`src/rtl/skin_blob_tracker_if.sv`:
```
// skin_blob_tracker_if: per-pixel skin mask stream (mask bit, pixel strobe, start of frame)
interface skin_blob_tracker_if;
  logic skin_mask;
  logic valid_in;
  logic sof;
  modport master(output skin_mask, valid_in, sof);
  modport slave(input skin_mask, valid_in, sof);
endinterface

```
`src/rtl/skin_blob_tracker.sv`:
```
// skin_blob_tracker: reduces each mask frame to skin area, centroid and, with SKIN_BBOX_EN defined,
// a bounding box; published once per completed frame after a 28-cycle restoring divide.
module skin_blob_tracker #(
  parameter int H_ACTIVE = 640,
  parameter int V_ACTIVE = 480,
  parameter int MIN_AREA = 256
) (
  input  logic               clk,
  input  logic               rst,
  skin_blob_tracker_if.slave pix,
  output logic [18:0]        area,
  output logic [9:0]         cent_x,
  output logic [9:0]         cent_y,
  output logic [9:0]         bbox_xmin,
  output logic [9:0]         bbox_xmax,
  output logic [9:0]         bbox_ymin,
  output logic [9:0]         bbox_ymax,
  output logic               hand_present,
  output logic               result_valid,
  output logic               busy,
  output logic               frame_err
);
  typedef enum logic [1:0] {WAIT_SOF, ACCUM, DIV, DONE} state_t;
  state_t      state_q, state_d;
  logic [9:0]  x_q, x_d, y_q, y_d, px, py, cx_q, cx_d, cy_q, cy_d;
  logic [18:0] acc_q, acc_d, tot_a, dv_q, dv_d, area_q, area_d, rx_q, rx_d, ry_q, ry_d;
  logic [27:0] sx_q, sx_d, sy_q, sy_d, tot_x, tot_y, qx_q, qx_d, qy_q, qy_d;
  logic [4:0]  cnt_q, cnt_d;
  logic        take, fresh, skin, last, hp_q, hp_d, rv_q, rv_d, busy_q, busy_d, fe_q, fe_d;

  // one restoring step: remainder stays below the divisor, quotient bits shift in from the right
  function automatic logic [46:0] dstep(input logic [18:0] r, input logic [27:0] q, input logic [18:0] d);
    logic [19:0] t;
    t = {r, q[27]};
    return t >= {1'b0, d} ? {19'(t - {1'b0, d}), q[26:0], 1'b1} : {t[18:0], q[26:0], 1'b0};
  endfunction

  always_comb begin
    take  = pix.valid_in && (pix.sof || state_q != WAIT_SOF);
    fresh = take && pix.sof;
    px    = pix.sof ? '0 : x_q;
    py    = pix.sof ? '0 : y_q;
    skin  = take && pix.skin_mask;
    last  = take && px == 10'(H_ACTIVE - 1) && py == 10'(V_ACTIVE - 1);
    tot_a = (fresh ? '0 : acc_q) + 19'(skin);
    tot_x = (fresh ? '0 : sx_q) + (skin ? 28'(px) : '0);
    tot_y = (fresh ? '0 : sy_q) + (skin ? 28'(py) : '0);
    x_d   = !take ? x_q : px == 10'(H_ACTIVE - 1) ? '0 : px + 10'd1;
    y_d   = !take ? y_q : last ? '0 : px == 10'(H_ACTIVE - 1) ? py + 10'd1 : py;
    acc_d = last ? '0 : tot_a;
    sx_d  = last ? '0 : tot_x;
    sy_d  = last ? '0 : tot_y;
    fe_d  = fresh && state_q != WAIT_SOF && (x_q != '0 || y_q != '0);
    {rx_d, qx_d} = state_q == DIV ? dstep(rx_q, qx_q, dv_q) : {rx_q, qx_q};
    {ry_d, qy_d} = state_q == DIV ? dstep(ry_q, qy_q, dv_q) : {ry_q, qy_q};
    cnt_d   = state_q == DIV ? cnt_q + 5'd1 : cnt_q;
    dv_d    = dv_q;
    state_d = state_q;
    area_d  = area_q;
    cx_d    = cx_q;
    cy_d    = cy_q;
    hp_d    = hp_q;
    rv_d    = 1'b0;
    if (last) begin
      state_d = DIV;
      dv_d    = tot_a;
      rx_d    = '0;
      ry_d    = '0;
      qx_d    = tot_x;
      qy_d    = tot_y;
      cnt_d   = '0;
    end else if (state_q == WAIT_SOF && fresh) state_d = ACCUM;
    else if (state_q == DIV && cnt_q == 5'd27) state_d = DONE;
    else if (state_q == DONE) begin
      state_d = ACCUM;
      rv_d    = 1'b1;
      area_d  = dv_q;
      cx_d    = dv_q == '0 ? '0 : qx_q[9:0];
      cy_d    = dv_q == '0 ? '0 : qy_q[9:0];
      hp_d    = dv_q != '0 && dv_q >= 19'(MIN_AREA);
    end
    busy_d = state_d == DIV;
  end

  always_ff @(posedge clk or posedge rst) begin
    if (rst) begin
      state_q <= WAIT_SOF;
      x_q     <= '0;
      y_q     <= '0;
      acc_q   <= '0;
      sx_q    <= '0;
      sy_q    <= '0;
      dv_q    <= '0;
      rx_q    <= '0;
      ry_q    <= '0;
      qx_q    <= '0;
      qy_q    <= '0;
      cnt_q   <= '0;
      area_q  <= '0;
      cx_q    <= '0;
      cy_q    <= '0;
      hp_q    <= 1'b0;
      rv_q    <= 1'b0;
      busy_q  <= 1'b0;
      fe_q    <= 1'b0;
    end else begin
      state_q <= state_d;
      x_q     <= x_d;
      y_q     <= y_d;
      acc_q   <= acc_d;
      sx_q    <= sx_d;
      sy_q    <= sy_d;
      dv_q    <= dv_d;
      rx_q    <= rx_d;
      ry_q    <= ry_d;
      qx_q    <= qx_d;
      qy_q    <= qy_d;
      cnt_q   <= cnt_d;
      area_q  <= area_d;
      cx_q    <= cx_d;
      cy_q    <= cy_d;
      hp_q    <= hp_d;
      rv_q    <= rv_d;
      busy_q  <= busy_d;
      fe_q    <= fe_d;
    end
  end

  assign area         = area_q;
  assign cent_x       = cx_q;
  assign cent_y       = cy_q;
  assign hand_present = hp_q;
  assign result_valid = rv_q;
  assign busy         = busy_q;
  assign frame_err    = fe_q;

`ifdef SKIN_BBOX_EN
  // packed as {ymax, ymin, xmax, xmin}: running box, end-of-frame snapshot, published box
  localparam logic [3:0][9:0] BB_INIT = {10'd0, 10'd1023, 10'd0, 10'd1023};
  logic [3:0][9:0] bb_q, bb_d, bs_q, bs_d, bo_q, bo_d, bt;

  always_comb begin
    bt = fresh ? BB_INIT : bb_q;
    if (skin) bt = {py > bt[3] ? py : bt[3], py < bt[2] ? py : bt[2], px > bt[1] ? px : bt[1], px < bt[0] ? px : bt[0]};
    bb_d = last ? BB_INIT : bt;
    bs_d = last ? bt : bs_q;
    bo_d = state_q == DONE ? (dv_q == '0 ? '0 : bs_q) : bo_q;
  end

  always_ff @(posedge clk or posedge rst) begin
    if (rst) begin
      bb_q <= BB_INIT;
      bs_q <= '0;
      bo_q <= '0;
    end else begin
      bb_q <= bb_d;
      bs_q <= bs_d;
      bo_q <= bo_d;
    end
  end

  assign bbox_xmin = bo_q[0];
  assign bbox_xmax = bo_q[1];
  assign bbox_ymin = bo_q[2];
  assign bbox_ymax = bo_q[3];
`else
  assign bbox_xmin = '0;
  assign bbox_xmax = '0;
  assign bbox_ymin = '0;
  assign bbox_ymax = '0;
`endif
endmodule

```
`src/flat_wrapper.sv`:
```
// flat-port wrapper written by rule: the top's interface ports become plain ports
module skin_blob_tracker_flat 
#(
  parameter int H_ACTIVE = 640,
  parameter int V_ACTIVE = 480,
  parameter int MIN_AREA = 256
)
  (clk, rst, area, cent_x, cent_y, bbox_xmin, bbox_xmax, bbox_ymin, bbox_ymax, hand_present, result_valid, busy, frame_err, pix_skin_mask, pix_valid_in, pix_sof);
  skin_blob_tracker_if pix_i ();
  input  logic clk;
  input  logic rst;
  output logic [18:0] area;
  output logic [9:0] cent_x;
  output logic [9:0] cent_y;
  output logic [9:0] bbox_xmin;
  output logic [9:0] bbox_xmax;
  output logic [9:0] bbox_ymin;
  output logic [9:0] bbox_ymax;
  output logic hand_present;
  output logic result_valid;
  output logic busy;
  output logic frame_err;
  input wire logic [$bits(pix_i.skin_mask)-1:0] pix_skin_mask;
  input wire logic [$bits(pix_i.valid_in)-1:0] pix_valid_in;
  input wire logic [$bits(pix_i.sof)-1:0] pix_sof;
  assign pix_i.skin_mask = pix_skin_mask;
  assign pix_i.valid_in = pix_valid_in;
  assign pix_i.sof = pix_sof;
  skin_blob_tracker #(.H_ACTIVE(H_ACTIVE), .V_ACTIVE(V_ACTIVE), .MIN_AREA(MIN_AREA)) u_core (.clk(clk), .rst(rst), .pix(pix_i), .area(area), .cent_x(cent_x), .cent_y(cent_y), .bbox_xmin(bbox_xmin), .bbox_xmax(bbox_xmax), .bbox_ymin(bbox_ymin), .bbox_ymax(bbox_ymax), .hand_present(hand_present), .result_valid(result_valid), .busy(busy), .frame_err(frame_err));
endmodule
```
`config.mk`:
```
export PLATFORM = sky130hd
export DESIGN_NAME = skin_blob_tracker_flat
export DESIGN_NICKNAME = d
export VERILOG_FILES = /design/src/rtl/skin_blob_tracker_if.sv /design/src/rtl/skin_blob_tracker.sv /design/src/flat_wrapper.sv
export SDC_FILE = /design/constraint.sdc
export NUM_CORES = 1
export LEC_CHECK = 0
export BUFFER_PORTS_ARGS = -buffer_cell sky130_fd_sc_hd__buf_2
export CAP_MARGIN = 20
export CORE_MARGIN = 4
export CORE_UTILIZATION = 49
export CTS_BUF_LIST = sky130_fd_sc_hd__clkbuf_2 sky130_fd_sc_hd__clkbuf_4 sky130_fd_sc_hd__clkbuf_8
export CTS_CLUSTER_SIZE = 12
export DETAILED_ROUTE_END_ITERATION = 8
export PLACE_DENSITY = 0.69
export REMOVE_ABC_BUFFERS = 1
export SETUP_SLACK_MARGIN = 0.02
export SYNTH_ARGS = -nofsm -noshare
export SYNTH_HDL_FRONTEND = slang
export SYNTH_SLANG_ARGS = --single-unit
```
`constraint.sdc`:
```
create_clock -name clk -period 8.85 [get_ports clk]
set_input_delay 1.77 -clock clk [delete_from_list [all_inputs] [get_ports clk]]
set_output_delay 1.77 -clock clk [all_outputs]
set_load 0.005 [all_outputs]
```
======== Word level (Yosys, flattened, before mapping) ========
Cells that the tools add are included.
W data, S select, Z words.
cells by class
  reduce and logical (&&, ||, !) cells .... 20
  magnitude comparators ................... 3
  bitwise logic cells ..................... 3
  add/subtract/negate cells ............... 8
  eq/ne operators ......................... 6
  mux-type cells .......................... 33
operator list
  kind                     count
  $mux W47                 4
  $mux W28                 6
  $mux W10                 9
  $mux W19                 4
  $add A28 B28 Y28         2
  $ge A20 B19 Y1           2
  $sub A19 B19 Y19         2
  $add A10 B1 Y10 const B  2
  $reduce_bool A10 Y1      2
  $add A19 B1 Y19          1
  $ge A19 B9 Y1 const B    1
  $logic_not A19 Y1        1
  $reduce_bool A19 Y1      1
  $eq A10 B10 Y1 const B   1
  $eq A10 B9 Y1 const B    1
  $logic_and A1 B1 Y1      10
  $mux W5                  2
  $mux W2                  4
  $eq A2 B2 Y1 const B     3
  $add A5 B1 Y5 const B    1
  $eq A5 B5 Y1 const B     1
  $mux W1                  4
  $reduce_and A4 Y1        1
  $reduce_bool A2 Y1       2
  other kinds (3)          6
storage, ports and cells
  input port bits ......................... 5
  output and inout port bits .............. 83
  logic and storage cells ................. 92
  flip-flop bits (word level) ............. 258

======== Longest topological paths before layout ========
Gate-level depths: netlist of run 1.
  word-level depth ........................ 8
  mapped depth ............................ 15
  mapped depth without buffers ............ 14

======== Worst setup path before layout of run 1 ========
OpenSTA, ideal clock, no wires.
  path kind ............................... input to register
  start ................................... in pix_sof
  end ..................................... reg u_core.qx_q[20]
  buffers on the path ..................... 2
  path slack .............................. 4.277 ns
  stages .................................. 14
  arrival time ............................ 4.447 ns
  required time ........................... 8.724 ns
  cell sequence ........................... clkbuf_1 > o21a_1 > nand2_1 > nor2_1 > clkbuf_1 > and2_1 > ha_1 > a21o_1 > a21oi_1 > o21ai_0 > a41oi_2 > nor4_1 > xnor2_1 > a21oi_1
between the ends
  cells in the longest elaborated chain, start to end .. 6
  elaborated cells between the ends (all ways) .. 15
  classes of those cells .................. add/sub: 1; eq/ne: 2; mux: 5; reduce/logical: 7
RTL lines
  element                                        RTL line                                          source
  start, declared                                flat_wrapper.sv:25                                input wire logic [$bits(pix_i.sof)-1:0] pix_sof;
  $logic_or A1 B1 Y1                             skin_blob_tracker.sv:39                           take = pix.valid_in && (pix.sof || state_q != WAIT_SOF);
  $logic_and A1 B1 Y1                            skin_blob_tracker.sv:39
  $logic_and A1 B1 Y1, on equally long branches  skin_blob_tracker.sv:40, skin_blob_tracker.sv:43
  $mux W28 / $mux W10 (equally long branches)    skin_blob_tracker.sv:46                           tot_x = (fresh ? '0 : sx_q) + (skin ? 28'(px) : '0);
  $add A28 B28 Y28                               skin_blob_tracker.sv:46
  $mux W28                                       skin_blob_tracker.sv:64                           if (last) begin
  end signal, assigned                           skin_blob_tracker.sv:116                          qx_q <= qx_d;
  end, declared                                  skin_blob_tracker.sv:27                           logic [27:0] sx_q, sx_d, sy_q, sy_d, tot_x, tot_y, qx_q, qx_d, qy_q, qy_d;
Several ways; a longest one is shown, not always the timed one.
A chain may end at the register's enable or synchronous reset.

======== Worst setup path in the final report of run 1 ========
  start ................................... in pix_sof
  end ..................................... reg u_core.qy_q[13]
between the ends
  cells in the longest elaborated chain, start to end .. 6
  elaborated cells between the ends (all ways) .. 15
  classes of those cells .................. add/sub: 1; eq/ne: 2; mux: 5; reduce/logical: 7
RTL lines
  element                                        RTL line                                          source
  $logic_or A1 B1 Y1                             skin_blob_tracker.sv:39
  $logic_and A1 B1 Y1                            skin_blob_tracker.sv:39
  $logic_and A1 B1 Y1, on equally long branches  skin_blob_tracker.sv:40, skin_blob_tracker.sv:43
  $mux W28 / $mux W10 (equally long branches)    skin_blob_tracker.sv:47                           tot_y = (fresh ? '0 : sy_q) + (skin ? 28'(py) : '0);
  $add A28 B28 Y28                               skin_blob_tracker.sv:47
  $mux W28                                       skin_blob_tracker.sv:64
  end signal, assigned                           skin_blob_tracker.sv:117                          qy_q <= qy_d;
  end, declared                                  skin_blob_tracker.sv:27
Several ways; a longest one is shown, not always the timed one.

==> results.md, run 1 <==
- Clock buffer count from CTS: 46
- Mapped cell area: 15300 sq um
- Setup Skew: 0.0280 ns
- DP HPWL: 24.1 mm
- Met1 usage: 0.294
- Rows: 64
- Worst Path Required: 9.31 ns
- Final Cycle Share: 0.587
- DR iter-0 viols: 716
- First-pass GRT wire length: 60.8 mm
- Layout cells sized above 1: 0.101
- Largest net degree at the start of global routing: 117
- Vias per cell: 5.64
- Switching Power: 0.573 mW
- Met3 Use GR: 0.0365
- Final-report hold violation count: 0
- Initial Utilization: 0.499
- First drt pass iteration count: 6
- Ports: 88
- Max H-tree Level: 2
- Post-DR wirelength/cell: 16.6 microns
- Flops & latches, synth: 258
- Power per cell area: 149 nW/um^2
- Final setup violation count: 0
- DIE AREA: 34100 sq um
- Diodes inserted: 0
- Relative slew margins: 0.332
- Initial antenna violation count: 0
- CTS hold repair buffers: 0
- Synthesized instance count: 1740
- Number of max-cap violations: 0
- Post-route cell area: 16600 sq um
- Sequential share of power: 0.482
- Vert. Die Dim: 185 microns
- Remaining antenna violation count: 0
- GRT Residual Overflow: 0
- Placed cell areas: 15600 sq um
- Core Region: 30700 sq um
- Clk pwr share: 0.489
- Main synth FF type: dfrtp_1
- GR peak layer: met2
- Slew Viols, Final: 0
- Worst setup EP type: flip-flop
- Max Fclk: 0.192 GHz
- Cts repair resizes: 0
- Crit path time final: 5.20 ns
- CTS tree: done
- Peak supply drop: 0.0000975 V
- Vias: 12400
- Grt met2 use: 0.351
- Fin nets: 1832
- Cells after DPL: 2106
- Worst setup margin: 3.65 ns
- Routability cong.: 0.871
- CP arrival: 5.66 ns
- Area Growth Syn to Fin: 8.39%
- DR DRC count: 0
- Die X: 185 microns
- Gate power share: 0.029
- Clk Latency, worst-skew pair: 0.57 ns
- Final core occ: 0.541
- Number of global-route vias before repair: 12200
- Switching part of the total: 0.231
- Min-delay worst type: reg -> reg
- CP Max Fanout: 33
- Port bufs: 47
- YS warnings: 0
- Syn Area/Cell: 8.80 sq um
- Hold WS: 0.469 ns
- Pre-CTS setup slack: 3.18 ns
- Post-CTS Setup Inserts: 0
- Actual slew at the worst max-slew pin: 1.00 ns
- Final Routed Wirelength: 36.5 mm
- Async SR Flop Fraction: 1.00
- Post-Layout Cell Count: 2193
- Leak: 8.15 nW
- CTS sink count: 258
- Root Buffer: clkbuf_8
- Internal power: 1.91 mW
- Post-synthesis cell type count: 84
- Register area share after synthesis: 0.422
- Post-synth EDFFs: 0
- RSZ-0062 raised after global routing: no
- Setup slack, reg-to-reg: 4.53 ns
- Run status: finished, final reports clean
- CP Class: in -> reg
- GRT Total Usage: 0.215
- Worst-path clk slew: 0.06 ns
- CTS max path bufs: 3
- CP startpoint kind: input pin
[power groups by stage]
stage / registers (mW) / clock network [mW] / logic [mW]
floorplan: 1.21 / 0 / 0.0510
global placement: 1.22 / 0 / 0.0721
detailed placement: 1.22 / 0 / 0.0738
CTS: 1.20 / 1.24 / 0.0741
global route: 1.20 / 1.31 / 0.0845
finish: 1.20 / 1.21 / 0.0724
[flip-flops by register name, indices dropped and copies added (netlist names)]
| name | cells |
|---|---|
| u_core.cent_y | 10 |
| u_core.acc_q | 19 |
| u_core.state_q | 2 |
| u_core.x_q | 10 |
| u_core.qy_q | 28 |
| u_core.qx_q | 28 |
| u_core.frame_err | 1 |
| u_core.cent_x | 10 |
| u_core.sy_q | 28 |
| u_core.hand_present | 1 |
| u_core.area | 19 |
| u_core.busy | 1 |
| u_core.ry_q | 19 |
| u_core.dv_q | 19 |
| u_core.sx_q | 28 |
| u_core.rx_q | 19 |
| u_core.y_q | 10 |
| u_core.cnt_q | 5 |
| u_core.result_valid | 1 |
[layout make-up]
type	instances	area [sq um]
multi-input cells	1351	8110
inverters	40	158
flip-flops and latches	258	6460
repair buffers	63	360
well taps	396	495
clock inverters	8	76.3
fillers	2823	14100
clock buffers	77	941
[cell usage after synthesis, types with 20 or more instances]
master	instances	area share
a21oi_1	114	0.037
and2_1	49	0.020
and3_1	67	0.027
buf_2	20	0.0065
buf_4	48	0.024
clkbuf_1	44	0.011
dfrtp_1	258	0.42
ha_1	63	0.051
inv_1	40	0.0098
mux2i_1	28	0.018
nand2_1	279	0.068
nand3_1	46	0.015
nand4_1	24	0.0098
nor2_1	141	0.035
nor3_1	24	0.0078
o21ai_0	143	0.047
xnor2_1	47	0.027
xor2_1	46	0.026
[layer usage]
metal  vias up  part of all wire
met2       341              0.47
met1      5932              0.45
li1       6042                 -
met3        62             0.053
met5         -                 0
met4         0             0.024
[cell families after synthesis]
| family | share of synthesized area |
|---|---|
| fa+ha+maj | 0.0567 |
| mux | 0.0220 |
| compound gates | 0.160 |
| simple gates | 0.226 |
| other cells | 0.000245 |
| flops | 0.422 |
| xor+xnor | 0.0532 |
| buf+inv | 0.0599 |
[cells in the final DEF, fill, tap and decap left out, types with 47 or more instances in the layout]
master | synthesis | routed
and3_1 | 67 | 67
nand2_1 | 279 | 279
dfrtp_1 | 258 | 258
clkbuf_8 | 0 | 58
xnor2_1 | 47 | 47
buf_2 | 20 | 47
o21ai_0 | 143 | 143
and2_1 | 49 | 49
ha_1 | 63 | 63
a21oi_1 | 114 | 114
nor2_1 | 141 | 140
[critical path, stage by stage]
cell and delay [ns]:
buf_2 0.45, o21a_1 0.29, nand2_1 0.14, nor2_1 0.65
and2_1 0.25, ha_1 0.22, a211oi_1 0.10, o21ai_0 0.34
a21oi_1 0.19, o211ai_1 0.61, nand4_1 0.19, xor2_1 0.19
o32ai_1 0.26
[per-stage QoR]
stage,power [mW],TNS (ns)
2_1_floorplan,1.27,-4.76
4_1_cts,2.51,0
6_report,2.48,0
3_5_place_dp,1.29,0
3_3_place_gp,1.29,0
5_1_grt,2.59,0
[final timing paths]
kind,start,to,depth (start not counted)
setup / recovery,pix_sof,u_core.qy_q[13],13
setup reg to reg,u_core.state_q[1],u_core.qy_q[13],13
max in group asynchronous,rst,u_core.dv_q[17],3
hold / removal,u_core.area[7],u_core.area[7],2
min in group asynchronous,rst,u_core.cent_y[2],2
hold reg to reg,u_core.area[7],u_core.area[7],2
(Power assumes the default switching activity.)
==> run 2, diff against run 1 <==
--- a/config.mk
+++ b/config.mk
@@ -5,6 +5,7 @@
 export SDC_FILE = /design/constraint.sdc
 export NUM_CORES = 1
 export LEC_CHECK = 0
+export ABC_AREA = 1
 export BUFFER_PORTS_ARGS = -buffer_cell sky130_fd_sc_hd__buf_2
 export CAP_MARGIN = 20
 export CORE_MARGIN = 4
==> constraint.sdc (replaced) <==
create_clock -name clk -period 4.4 [get_ports clk]
set_input_delay 0.88 -clock clk [delete_from_list [all_inputs] [get_ports clk]]
set_output_delay 0.88 -clock clk [all_outputs]
set_load 0.005 [all_outputs]
==> results.md, run 2 <==
- Run status: finished, final reports clean (unchanged)
- Slew Viols, Final: 0 (unchanged)
- Post-DR wirelength/cell: 15.3 microns (was 16.6 microns)
- Leak: 9.74 nW (was 8.15 nW)
- Power per cell area: 279 nW/um^2 (was 149 nW/um^2)
- Initial antenna violation count: 0 (unchanged)
- CP arrival: 3.71 ns (was 5.66 ns)
- Cell mode on critical path: nand2_1
- DR DRC count: 0 (unchanged)
- Met2 Routed Length: 22.4 mm (was 17.1 mm)
- Diodes inserted: 0 (unchanged)
- Final-report hold violation count: 0 (unchanged)
- Clock buffer count from CTS: 47 (was 46)
- Post-synth EDFFs: 0 (unchanged)
- GRT Total Usage: 0.244 (was 0.215)
- Critical path depth: 12 (was 13)
- Peak supply drop: 0.000194 V (was 0.0000975 V)
- Max Fclk: 0.308 GHz
- Cell family with most CP delay: simple AND/OR/NAND/NOR gates (was compound AO/OA/AOI/OAI gates)
- Syn Area/Cell: 6.82 sq um (was 8.80 sq um)
- CTS hold repair buffers: 0 (unchanged)
- CTS sink count: 258 (unchanged)
- Fill count: 3287 (was 2823)
- Layout cells sized above 1: 0.0780 (was 0.101)
- Slowest cell on crit path: nand4_1 (was nor2_1)
- Synth top area cells: dfrtp_1, nand2_1, inv_1 (was dfrtp_1, nand2_1, ha_1)
- YS warnings: 0 (unchanged)
- Root Buffer: clkbuf_8 (unchanged)
- Yosys top cell area share: 0.380 (was 0.422)
- Register area: 6460 sq um (unchanged)
- Reg2Reg Depth: 12 (was 13)
- Hold WS: 0.436 ns (was 0.469 ns)
- CTS tree: done (unchanged)
- Number of max-cap violations: 0 (unchanged)
- Port bufs: 47 (unchanged)
- Crit path largest cell delay: 0.65 ns (about the same)
- Critical R2R Capture: u_core.ry_q[10] (was u_core.qy_q[13])
- Leading area contributor after synthesis: dfrtp_1 (unchanged)
- Remaining antenna violation count: 0 (unchanged)
- Actual slew at the worst max-slew pin: 1.07 ns (was 1.00 ns)
- CP Class: reg -> reg (was in -> reg)
- GRT Residual Overflow: 0 (unchanged)
- Register area share after synthesis: 0.380 (was 0.422)
- Final Cycle Share: 0.738
- Commonest non-fill, non-tap cell in the layout: nand2_1 (unchanged)
- Worst setup EP type: flip-flop (unchanged)
- Core Region: 33900 sq um (was 30700 sq um)
- Post-CTS Setup Inserts: 0 (unchanged)
- Post-Layout Cell Count: 3026 (was 2193)
- Cells after DPL: 2941 (was 2106)
- Synthesized instance count: 2491 (was 1740)
- Vert. Die Dim: 194 microns (was 185 microns)
- Max H-tree Level: 2 (unchanged)
- Setup slack, reg-to-reg: 1.15 ns (was 4.53 ns)
- Final Routed Wirelength: 46.3 mm (was 36.5 mm)
- Main synth FF type: dfrtp_1 (unchanged)
- M1 WL: 20.3 mm (was 16.6 mm)
- Clk Latency, worst-skew pair: 0.59 ns (was 0.57 ns)
- Die X: 194 microns (was 185 microns)
- Setup Skew: 0.0237 ns (was 0.0280 ns)
- Worst-path clk slew: 0.06 ns (about the same)
- Post-synthesis cell type count: 50 (was 84)
- CTS max path bufs: 3 (unchanged)
- RSZ-0062 raised after global routing: no (unchanged)
- Fin nets: 2614 (was 1832)
- Crit path time final: 3.25 ns
- Final setup violation count: 0 (unchanged)
- Area of the multi-input gates: 8760 sq um (was 8110 sq um)
- Largest net degree at the start of global routing: 124 (was 117)
- Min-delay worst type: in -> async (was reg -> reg)
- Initial Utilization: 0.502 (was 0.499)
- DP HPWL: 33.6 mm (was 24.1 mm)
- First-pass GRT wire length: 77.0 mm (was 60.8 mm)
- Cts repair resizes: 0 (unchanged)
- Vias per cell: 5.17 (was 5.64)
- Number of global-route vias before repair: 15400 (was 12200)
- Worst Path Required: 4.86 ns (was 9.31 ns)
- Flops & latches, synth: 258 (unchanged)
- Vias: 15600 (was 12400)
- Mapped cell area: 17000 sq um (was 15300 sq um)
- First drt pass iteration count: 6 (unchanged)
- Ports: 88 (unchanged)
- CP startpoint kind: flip-flop (was input pin)
- FF-to-FF Start: u_core.dv_q[9] (was u_core.state_q[1])
- Top-count cell post-synth: nand2_1 (unchanged)
- Met3 WL: 2.33 mm (was 1.95 mm)
- Routability cong.: 0.941 (was 0.871)
- Top Layer Used: met4 (unchanged)
- Area Growth Syn to Fin: 9.79% (was 8.39%)
- Relative slew margins: 0.284 (was 0.332)
- Synth top cells by count: nand2_1, inv_1, nor2_1 (was nand2_1, dfrtp_1, o21ai_0)
- DIE AREA: 37700 sq um (was 34100 sq um)
- CP Max Fanout: 18 (was 33)
- Async SR Flop Fraction: 1.00 (unchanged)
- Rows: 67 (was 64)
- CP Buf/Inv Count: 3 (was 1)
- DR iter-0 viols: 1001 (was 716)
- Commonest non-fill, non-tap cells in the layout: nand2_1, inv_1, nor2_1, dfrtp_1, nand3_1 (was nand2_1, dfrtp_1, o21ai_0, nor2_1, a21oi_1)
- CP Cell Sequence: inv_1, ha_1, nand2_1, nor2_1, nand2_1, inv_1, nand4_2, nand4_1, buf_4, nand2_1, nand3_1, nand2_1 (was buf_2, o21a_1, nand2_1, nor2_1, and2_1, ha_1, a211oi_1, o21ai_0, a21oi_1, o211ai_1, nand4_1, xor2_1, o32ai_1)
## run 2: cell count changes after synthesis, moves of 21 or more
cell,delta
nand2_1,+601
inv_1,+285
nor2_1,+148
nand3_1,+115
and3_1,-66
o21ai_0,-60
a21oi_1,-59
and2_1,-43
clkbuf_1,-32
nand4_1,+32
mux2i_1,-28
buf_2,+24
xnor2_1,-21
## run 2: cell type report
class | instances | share of cell area
Clock inverter | 14 | 0.00966
Clock buffer | 71 | 0.0494
Tap cell | 448 | 0.0301
Inverter | 332 | 0.0674
Timing Repair Buffer | 74 | 0.0275
Multi-Input combinational cell | 1829 | 0.470
Sequential cell | 258 | 0.346
## run 2: report_power, final
part	switching (mW)	internal (mW)	total [mW]	leakage (nW)
Clock	1.07	1.57	2.65	0.568
Combinational	0.127	0.0350	0.162	5.68
Sequential	0.00736	2.39	2.40	3.49
## run 2: how the worst max path moves through the flow
| stage | to | slack, ns | startpoint |
|---|---|---|---|
| finish | u_core.ry_q[10] | 1.15 | u_core.dv_q[9] |
| global route | u_core.ry_q[10] | 0.92 | u_core.dv_q[11] |
| CTS | u_core.qy_q[15] | 1.20 | u_core.state_q[1] |
| detailed placement | u_core.qy_q[15] | 0.63 | pix_sof |
| global placement | u_core.qy_q[15] | 0.73 | pix_sof |
| floorplan | u_core.acc_q[0] | -3.58 | rst |
## run 2: metrics by stage
stage	power (mW)	setup WS [ns]	instance area [sq um]	util	setup TNS, ns
2_1_floorplan	2.55	-3.58	16500	-	-925.48
3_3_place_gp	2.60	0.731	17600	0.518	0
3_5_place_dp	2.60	0.628	17600	0.518	0
4_1_cts	5.26	1.20	18700	0.551	0
5_1_grt	5.40	0.915	18700	0.551	0
6_report	5.21	1.15	18700	0.551	0
## run 2: worst register-to-register path: stages, from the launching register on
cell     delay [ns]
dfrtp_1        0.35
inv_1          0.20
ha_1           0.43
nand2_1        0.13
nor2_1         0.19
nand2_1        0.07
inv_1          0.08
nand4_2        0.49
nand4_1        0.65
buf_4          0.28
nand2_1        0.07
nand3_1        0.12
nand2_1        0.07
## run 2: routing by layer
| layer | track usage | up-vias |
|---|---|---|
| li1 | - | 7823 |
| met3 | 0.0330 | 105 |
| met5 | 0 | - |
| met4 | 0.0737 | 0 |
| met2 | 0.429 | 442 |
| met1 | 0.314 | 7261 |
## run 2: cells by family (layout without fill, tap and decap cells)
kind of cell	count (synthesis)	count (layout)	share of synthesized area
xor+xnor	54	54	0.0278
buf+inv	443	491	0.114
other cells	1	40	0.000221
simple gates	1477	1477	0.365
flops	258	258	0.380
compound gates	191	191	0.0620
fa+ha+maj	67	67	0.0511
==> run 3, diff against run 2 <==
--- a/config.mk
+++ b/config.mk
@@ -13,7 +13,7 @@
 export CTS_BUF_LIST = sky130_fd_sc_hd__clkbuf_2 sky130_fd_sc_hd__clkbuf_4 sky130_fd_sc_hd__clkbuf_8
 export CTS_CLUSTER_SIZE = 12
 export DETAILED_ROUTE_END_ITERATION = 8
-export PLACE_DENSITY = 0.69
+export PLACE_DENSITY = 0.66
 export REMOVE_ABC_BUFFERS = 1
 export SETUP_SLACK_MARGIN = 0.02
 export SYNTH_ARGS = -nofsm -noshare
==> constraint.sdc (replaced) <==
create_clock -name clk -period 3.1 [get_ports clk]
set_input_delay 0.62 -clock clk [delete_from_list [all_inputs] [get_ports clk]]
set_output_delay 0.62 -clock clk [all_outputs]
set_load 0.005 [all_outputs]
==> results.md, run 3 (synthesis gave the netlist of run 2 again) <==
- First-pass GRT wire length: 78.4 mm (was 77.0 mm)
- DIE AREA: 37700 sq um (unchanged)
- DP HPWL: 35.3 mm (was 33.6 mm)
- Commonest non-fill, non-tap cell in the layout: nand2_1 (unchanged)
- Core Region: 33900 sq um (unchanged)
- Relative slew margins: 0.350 (was 0.284)
- CTS hold repair buffers: 0 (unchanged)
- Number of max-cap violations: 0 (unchanged)
- Power per cell area: 385 nW/um^2 (was 279 nW/um^2)
- Overall Power: 7.40 mW (was 5.21 mW)
- Die X: 194 microns (unchanged)
- Root Buffer: clkbuf_8 (unchanged)
- Vias: 15800 (was 15600)
- First drt pass iteration count: 6 (unchanged)
- Post-Layout Cell Count: 3087 (was 3026)
- Worst setup EP type: flip-flop (unchanged)
- Layout cells sized above 1: 0.103 (was 0.0780)
- GRT Residual Overflow: 0 (unchanged)
- Port bufs: 47 (unchanged)
- Vias per cell: 5.13 (was 5.17)
- Commonest non-fill, non-tap cells in the layout: nand2_1, inv_1, nor2_1, dfrtp_1, nand3_1 (unchanged)
- Clock buffer count from CTS: 48 (was 47)
- Final Routed Wirelength: 47.8 mm (was 46.3 mm)
- CTS sink count: 258 (unchanged)
- Vert. Die Dim: 194 microns (unchanged)
- Area Growth Syn to Fin: 13.1% (was 9.79%)
- CTS tree: done (unchanged)
- Final Cycle Share: 0.925 (was 0.738)
- CP Class: reg -> reg (unchanged)
- CTS max path bufs: 3 (unchanged)
- Rows: 67 (unchanged)
- DR DRC count: 0 (unchanged)
- Fin nets: 2676 (was 2614)
- Initial antenna violation count: 0 (unchanged)
- RSZ-0062 raised after global routing: no (unchanged)
- Largest net degree at the start of global routing: 82 (was 124)
- Slew Viols, Final: 0 (unchanged)
- Initial Utilization: 0.502 (unchanged)
- Clk Latency, worst-skew pair: 0.60 ns (was 0.59 ns)
- Max Fclk: 0.349 GHz (was 0.308 GHz)
- Worst-path clk slew: 0.07 ns (was 0.06 ns)
- DR iter-0 viols: 1092 (was 1001)
- CP arrival: 3.35 ns (was 3.71 ns)
- Worst setup margin: 0.234 ns (was 1.15 ns)
- Diodes inserted: 0 (unchanged)
- CP Max Fanout: 8 (was 18)
- Actual slew at the worst max-slew pin: 0.973 ns (was 1.07 ns)
- CP startpoint kind: flip-flop (unchanged)
- Leak: 10.1 nW (was 9.74 nW)
- Number of global-route vias before repair: 15500 (was 15400)
- Max H-tree Level: 2 (unchanged)
- Final-report hold violation count: 0 (unchanged)
- Crit path time final: 2.87 ns (was 3.25 ns)
- Min-delay worst type: in -> async (unchanged)
- Peak supply drop: 0.000303 V (was 0.000194 V)
- Remaining antenna violation count: 0 (unchanged)
- Routability cong.: 0.945 (was 0.941)
- Post-DR wirelength/cell: 15.5 microns (was 15.3 microns)
- Ports: 88 (unchanged)
- Pre-CTS setup slack: -0.0683 ns (was 0.628 ns)
- Final setup violation count: 0 (unchanged)
- Worst Path Required: 3.59 ns (was 4.86 ns)
- Cells after DPL: 3002 (was 2941)
- Run status: finished, final reports clean (unchanged)
- Setup Skew: 0.0176 ns (was 0.0237 ns)
- GRT Total Usage: 0.251 (was 0.244)
-- run 3: changes by cell type in the layout (fill, tap and decap cells not counted), moves of 3 or more --
| cell | delta |
|---|---|
| clkbuf_8 | +3 |
| clkinv_2 | +4 |
| clkbuf_4 | -3 |
| nand2_2 | +4 |
| nand2_1 | -4 |
| buf_12 | +7 |
| buf_4 | +54 |
| clkinvlp_4 | -3 |
-- run 3: final cells by class --
type                       instances  area (sq um)
timing repair buffer             135          1060
tap                              448           561
multi-input combinational       1829          8800
clock buffer                      71           940
inverter                         332          1260
fill                            3360         14700
clock inverter                    14           148
sequential                       258          6460
-- run 3: final timing paths --
path | slack, ns | from | cells past startpoint | to
max reg2reg | 0.23 | u_core.state_q[1] | 20 | u_core.qy_q[27]
min reg2reg | 0.48 | u_core.area[13] | 2 | u_core.area[13]
min | 0.10 | rst | 2 | u_core.result_valid
max in group asynchronous | 2.23 | rst | 3 | u_core.rx_q[5]
max | 0.23 | u_core.state_q[1] | 20 | u_core.qy_q[27]
min in group clk | 0.48 | u_core.area[13] | 2 | u_core.area[13]
-- run 3: critical path, stage by stage, from the launching register on --
cell	delay [ns]
dfrtp_1	0.41
nor2_1	0.11
buf_4	0.15
nand2_1	0.06
nand2_2	0.07
clkinv_2	0.06
nand2_2	0.13
buf_4	0.17
nor2_1	0.06
ha_1	0.34
inv_1	0.08
nor2_2	0.19
inv_1	0.09
nor2_1	0.12
nand3_1	0.14
nand3_2	0.15
nand2_1	0.07
nand2_1	0.09
nand2_1	0.08
nand2_1	0.11
nand2_1	0.06
-- run 3: where the power goes --
group	switching [mW]	internal [mW]
Combinational	0.188	0.0655
Clock	1.55	2.19
Sequential	0.0103	3.39
-- run 3: metal layers --
metal | vias up | share of wire | track usage | wire length (microns)
li1 | 7952 | - | - | -
met1 | 7363 | 0.44 | 0.326 | 20900
met2 | 411 | 0.47 | 0.432 | 22600
met3 | 105 | 0.055 | 0.0346 | 2650
met4 | 0 | 0.034 | 0.0896 | 1610
met5 | - | 0 | 0 | 0
-- run 3: stage by stage --
step | instance area (sq um) | util | TNS, ns | hold WS, ns
5_1_grt | 19200 | 0.567 | 0 | 0.140
3_3_place_gp | 18100 | 0.534 | -0.0532 | 0.461
2_1_floorplan | 16500 | - | -1282.76 | 0.449
3_5_place_dp | 18100 | 0.534 | -0.0946 | 0.469
4_1_cts | 19200 | 0.566 | 0 | 0.0884
6_report | 19200 | 0.567 | 0 | 0.102
-- run 3: repair_timing --
action	in CTS	in global routing
gates resized for setup	0	10
buffers inserted	0	0
setup endpoints to repair	0	53
